`src/rtl/cdb_rr_arbiter4.sv`:
```
// Round-robin arbiter for the shared CDB among 4 FUs; optional stats counters via CDB_ARB_STATS_EN.
// Latency: grant/sel combinational in the request cycle, CDB broadcast registered one cycle later.
// Backpressure: stall or flush suppresses the grant, so requesters keep holding req/tag/data.
module cdb_rr_arbiter4 #(
    parameter int DATA_W = 32,
    parameter int TAG_W  = 5
) (
    input  logic                  clk,
    input  logic                  reset,
    input  logic [3:0]            req,
    input  logic [4*TAG_W-1:0]    fu_tag,
    input  logic [4*DATA_W-1:0]   fu_data,
    input  logic                  stall,
    input  logic                  flush,
    output logic [3:0]            gnt,
    output logic [1:0]            sel,
    output logic                  cdb_valid,
    output logic [TAG_W-1:0]      cdb_tag,
    output logic [DATA_W-1:0]     cdb_data
`ifdef CDB_ARB_STATS_EN
    ,
    output logic [4*16-1:0]       grant_cnt,
    output logic [15:0]           conflict_cnt
`endif
);

    logic [1:0] ptr;
    logic [1:0] win_idx;
    logic       win_found;
    logic [1:0] cand;
    logic       grant_en;

    // Scan from the priority pointer upward, wrapping modulo 4.
    always_comb begin
        win_found = 1'b0;
        win_idx   = 2'd0;
        cand      = 2'd0;
        for (int k = 0; k < 4; k++) begin
            cand = ptr + 2'(k);
            if (!win_found && req[cand]) begin
                win_found = 1'b1;
                win_idx   = cand;
            end
        end
    end

    assign grant_en = win_found && !stall && !flush && !reset;

    always_comb begin
        gnt = 4'b0000;
        sel = 2'd0;
        if (grant_en) begin
            gnt = 4'b0001 << win_idx;
            sel = win_idx;
        end
    end

    always_ff @(posedge clk) begin
        if (reset) begin
            ptr       <= 2'd0;
            cdb_valid <= 1'b0;
            cdb_tag   <= '0;
            cdb_data  <= '0;
        end else begin
            cdb_valid <= grant_en;
            if (grant_en) begin
                ptr      <= win_idx + 2'd1;
                cdb_tag  <= fu_tag[win_idx*TAG_W +: TAG_W];
                cdb_data <= fu_data[win_idx*DATA_W +: DATA_W];
            end
        end
    end

`ifdef CDB_ARB_STATS_EN
    logic multi_req;
    assign multi_req = (req & (req - 4'd1)) != 4'd0;

    // Counters stick at all-ones instead of wrapping.
    always_ff @(posedge clk) begin
        if (reset) begin
            grant_cnt    <= '0;
            conflict_cnt <= '0;
        end else begin
            for (int i = 0; i < 4; i++) begin
                if (gnt[i] && grant_cnt[i*16 +: 16] != 16'hFFFF) begin
                    grant_cnt[i*16 +: 16] <= grant_cnt[i*16 +: 16] + 16'd1;
                end
            end
            if (grant_en && multi_req && conflict_cnt != 16'hFFFF) begin
                conflict_cnt <= conflict_cnt + 16'd1;
            end
        end
    end
`endif

endmodule

```
`config.mk`:
```
export PLATFORM = sky130hd
export DESIGN_NAME = cdb_rr_arbiter4
export DESIGN_NICKNAME = d
export VERILOG_FILES = /design/src/rtl/cdb_rr_arbiter4.sv
export SDC_FILE = /design/constraint.sdc
export NUM_CORES = 1
export LEC_CHECK = 0
export ABC_CLOCK_PERIOD_IN_PS = 1890
export BUFFER_PORTS_ARGS = -buffer_cell sky130_fd_sc_hd__buf_2
export CORE_ASPECT_RATIO = 0.9
export CORE_MARGIN = 1.5
export CORE_UTILIZATION = 25
export DETAILED_ROUTE_END_ITERATION = 10
export PLACE_DENSITY_LB_ADDON = 0.25
export SYNTH_ARGS = -nofsm -noshare
export SYNTH_HDL_FRONTEND = slang
export SYNTH_SLANG_ARGS = --single-unit
```
`constraint.sdc`:
```
create_clock -name clk -period 1.89 [get_ports clk]
set_input_delay 0.189 -clock clk [delete_from_list [all_inputs] [get_ports clk]]
set_output_delay 0.189 -clock clk [all_outputs]
set_load 0.01 [all_outputs]
```
# --- Word level (Yosys, flattened, before mapping) ---
# Index checks and enable logic that the tools add are counted.
totals:
  ff_bits: 40
  latch_bits: 0
  ram_bits: 0
  romBits: 0
  in_bits: 156
  output_inout_bits: 44
  elab_cells: 46
  memories: 0
op_classes:
  n_addsub: 4
  multipliers: 1
  n_div: 0
  n_lt_le_gt_ge: 4
  n_eq_ne: 0
  n_shift: 3
  mux: 18
  bitwise_logic: 0
  reduce_logical: 12
op_table:
  columns: ["cell", "count"]
  rows:
  - ["$shiftx 128x8->32", 1]
  - ["$shiftx 20x6->5", 1]
  - ["$lt 2x3->1 const B", 4]
  - ["$mux 2", 5]
  - ["$bmux 1 s2", 4]
  - ["$mux 1", 8]
  - ["$logic_and 1x1->1", 6]
  - ["$logic_not 1->1", 6]
  - ["$mul 2x3->5 const B", 1]
  - ["$add 2x1->2 const B", 2]
  - ["$add 2x2->2 const B", 2]
  - ["$mux 4", 1]
  - ["$shl 1x2->4 const A", 1]

# --- Logic depth before layout (Yosys ltp) ---
logic_depth:
  word_depth: 16
  depth_mapped: 9
  mapped_depth_nobuf: 7

# --- Worst setup path before layout ---
# OpenSTA, ideal clock, no wires.
synth_timing:
  path_type: "register to output"
  start: "register ptr[0]"
  end: "output gnt[1]"
  arrival_ns: 1.453
  t_required_ns: 1.701
  setup_slack_ns: 0.248
  stages_incl_launch_ff: 9
  n_path_buf: 3
  path_cell_list: "dfxtp_1 > nor2b_1 > o32a_1 > buf_2 > buf_6 > buf_6 > inv_2 > ha_1 > and2_1"
synth_between:
  elab_chain_cells: 16
  elab_cells_between_ends: 30
  cone_classes: "add/sub: 3; shift: 1; mux: 17; reduce/logical: 9"
synth_rtl:
  columns: ["item", "line", "source"]
  rows:
  - ["from (decl)", "27", "logic [1:0] ptr;"]
  - ["from (signal assigned)", "67", "ptr <= win_idx + 2'd1;"]
  - ["branches (longest 15 deep; another with $add 2x1->2)", null, null]
  - ["$mux 4 *", "52", "if (grant_en) begin"]
  - ["to (decl)", "15", "output logic [3:0] gnt,"]
# Mark *: on every way between the ends. The select of a mux whose other input is x is not followed.

# --- Worst setup path in the final report ---
layout_timing:
  start: "register ptr[0]"
  end: "register cdb_data[7]"
layout_between:
  elab_chain_cells: 15
  elab_cells_between_ends: 29
  cone_classes: "add/sub: 3; shift: 1; mux: 16; reduce/logical: 9"
layout_rtl:
  columns: ["item", "line", "source"]
  rows:
  - ["branches (longest 15 deep; another with $add 2x1->2)", null, null]
  - ["to (signal assigned)", "69", "cdb_data <= fu_data[win_idx*DATA_W +: DATA_W];"]
  - ["to (decl)", "19", "output logic [DATA_W-1:0] cdb_data"]
# Several ways; the timed one is not identified. The select of a mux whose other input is x is not followed.
# A chain may end at the register's enable or synchronous reset.

==> out/results.tsv <==
stage	metric	value	unit
clock_tree	htree_num_levels	2	
min_path	holdPathStages	2	
min_path	min_from	reset	
sta	min_period_over_period	0.9881	
grt	grt_pass1_wl	11.12	mm
yosys	synth_area_leaders	dfxtp_1, mux2i_1, o221ai_1	
sta	rsz0062_at_grt	true	
clock_tree	root_buffer	clkbuf_8	
critical_path	rr_startpoint	ptr[0]	
grt	first_global_vias	2461	
sta	slew_viol_final	0	
clock_tree	insertion_delay	0.28	ns
yosys	ys_async_sr_fraction	0	
yosys	syn_inst	245	
grt	grt_max_degree	39	
drt	vias	2600	
yosys	ys.flop_type	dfxtp_1	
critical_path	crit_path_end_kind	register	
floorplan	num_rows	33	
drt	finalWirelength	7.160	mm
placement	io_buffers	199	
critical_path	rr_worst_depth	5	
clock_tree	cts_buffers	5	
floorplan	ios	200	
power_and_ir_drop	vdd_drop_max	0.3533	mV
placement	dp_hpwl	5.709	mm
power_and_ir_drop	p_per_area	652.1	mW/mm2
yosys	synth_compound_area_frac	0.1550	
power_and_ir_drop	power	0.002426	W
yosys	synth_top_family_by_area	multiplexers	
sta	setup_viol	0	
drt	drc_errors	0	
drt	antenna_left	0	
final_layout	area_growth	54.60	%
grt	grt_usage	0.1344	
drt	wl_per_cell	12.70	um
drt	first_iter_violations	48	
critical_path	worstSetupPathType	register to register	
final_layout	post-route-util	0.4022	
yosys	synth-xor-area-share	0	
sta	relSlewSlack	0.3483	
grt	globalRouteOverflowTotal	0	
drt	first_pass_iters	4	
placement	place_area	0.003506	mm2
sta	max_slew.worst_pin.slew	0.9739	ns
clock_tree	clock_sinks	40	
yosys	seq_area_frac_synth	0.3328	
critical_path	required	2.01	ns
yosys	yosysMostFrequentCell	mux2i_1	
floorplan	initial_core_util	0.2601	
placement	place.gp.congestion	0.7134	
power_and_ir_drop	power.leakage	1.844	nW
run	max_cap_violations	0	
yosys	synth_edf_count	0	
yosys	synth_warnings	0	
yosys	yosys-top-cells-count	mux2i_1, nand2_1, dfxtp_1	
grt	antenna_found_initial	0	
clock_tree	cts_hold_buf	0	
final_layout	layout.nets	601	
run_status	status	complete, no violations	
yosys	netlist_area	0.002406	mm2
yosys	ys_ff_latch	40	
floorplan	fp.dieW	106.4	um
yosys	synth_cell_types	25	
final_layout	drive_gt1_frac	0.5294	
floorplan	core_region_area	0.009249	mm2
yosys	avgSynthCellArea	9.821	um2
yosys	netlist.area_leader.share	0.3328	
drt	drt-vias-per-instance	4.610	
min_path	worstHoldPathType	input port to register	
yosys	yosys.area_share.simple	0.1191	
clock_tree	cts.path.max_buffers	2	
floorplan	dieArea	0.01022	mm2
sta	clock.fmax	0.5355	GHz
critical_path	critPathArrivalTime	1.99	ns
critical_path	start_kind	register	
final_layout	stdcell_area	0.003720	mm2
clock_tree	cts_tree	built	
sta	clock_skew	0.002529	ns
yosys	synth_top_cell_by_area	dfxtp_1	
critical_path	critPathLaunch	ptr[0]	
sta	hold_viol	0	
clock_tree	clkTransAtPathRegs	0.08	ns
yosys	yosys.area_share.adder	0.02080	
critical_path	cp_max_fo	37	
yosys	syn-num-nets	405	
final_layout	diodes	0	
floorplan	die_h	96.07	um
yosys	synthMuxAreaShare	0.3079	
sta	min_period	1.867	ns
-- worst paths after layout --
kind / endpoint / slack, ns
setup / recovery: cdb_data[7] / 0.02
hold / removal: ptr[1] / 0.19
setup reg to reg: cdb_data[7] / 0.02
hold reg to reg: cdb_data[10] / 0.46
-- timing repair --
action / in CTS / in global routing
gates resized for setup: 11 / 6
setup endpoints to repair: 42 / 42
gates cloned: 0 / 0
endpoints found under the hold margin: 0 / 0
pin swaps: 4 / 3
buffers inserted: 1 / 2
-- final cells by class --
type | count | area [um2]
flip-flops and latches | 40 | 808.3
clock buffers | 7 | 96.34
clock inverters | 1 | 30.03
repair buffers | 208 | 1101
inverters | 4 | 15.01
fillers | 977 | 5529
multi-input cells | 182 | 1516
well taps | 122 | 152.6
-- state kept, by name, summed over array words and instances (netlist names) --
register,cells
cdb_data,32
cdb_tag,5
ptr,2
cdb_valid,1
-- per-stage QoR --
step	cells	TNS [ns]	setup slack, ns	hold slack, ns
after floorplan	245	0	0.2476	0.2581
after global placement	553	-0.04860	-0.04860	0.4392
after detailed placement	553	-1.265	-0.08801	0.4462
after CTS	562	-0.02244	-0.006611	0.1821
after global routing	564	-3.595	-0.1225	0.1875
final	564	0	0.02252	0.1926
-- critical path, stage by stage (launching register included) --
cell      delay (ns)
dfxtp_4         0.37
nor2b_4         0.05
nor3b_4         0.21
a21oi_4         0.08
o21ai_4         0.74
o221ai_1        0.22
-- layout by cell type, fill, tap and decap left out, types with 3 or more instances in the layout --
| cell type | count |
|---|---|
| buf_12 | 3 |
| nand2_1 | 41 |
| inv_2 | 3 |
| ha_1 | 3 |
| buf_2 | 199 |
| clkbuf_8 | 7 |
| and2_1 | 4 |
| dfxtp_1 | 38 |
| a21oi_1 | 3 |
| buf_4 | 6 |
| mux2i_1 | 74 |
| o221ai_1 | 37 |
-- routing by layer --
| metal | vias to the layer above | routed length [um] | track usage |
|---|---|---|---|
| li1 | 1317 | - | - |
| met1 | 1166 | 2912 | 0.1542 |
| met2 | 112 | 3602 | 0.2500 |
| met3 | 5 | 583 | 0.02911 |
| met4 | 0 | 61 | 0.04333 |
| met5 | - | 0 | 0 |
-- where the power goes --
part           switching (W)  total, W  internal, W
clock network       0.000293  0.000759     0.000466
registers          0.0000370  0.000949     0.000912
logic               0.000343  0.000717     0.000375
total               0.000673   0.00243      0.00175
-- kinds of logic after synthesis --
| family | count (synthesis) |
|---|---|
| flip-flops | 40 |
| buffers and inverters | 23 |
| adder cells (fa/ha/maj) | 4 |
| AO/OA/AOI/OAI | 45 |
| multiplexers | 74 |
| AND/OR/NAND/NOR | 59 |
Power figures use the tool's default switching activity.
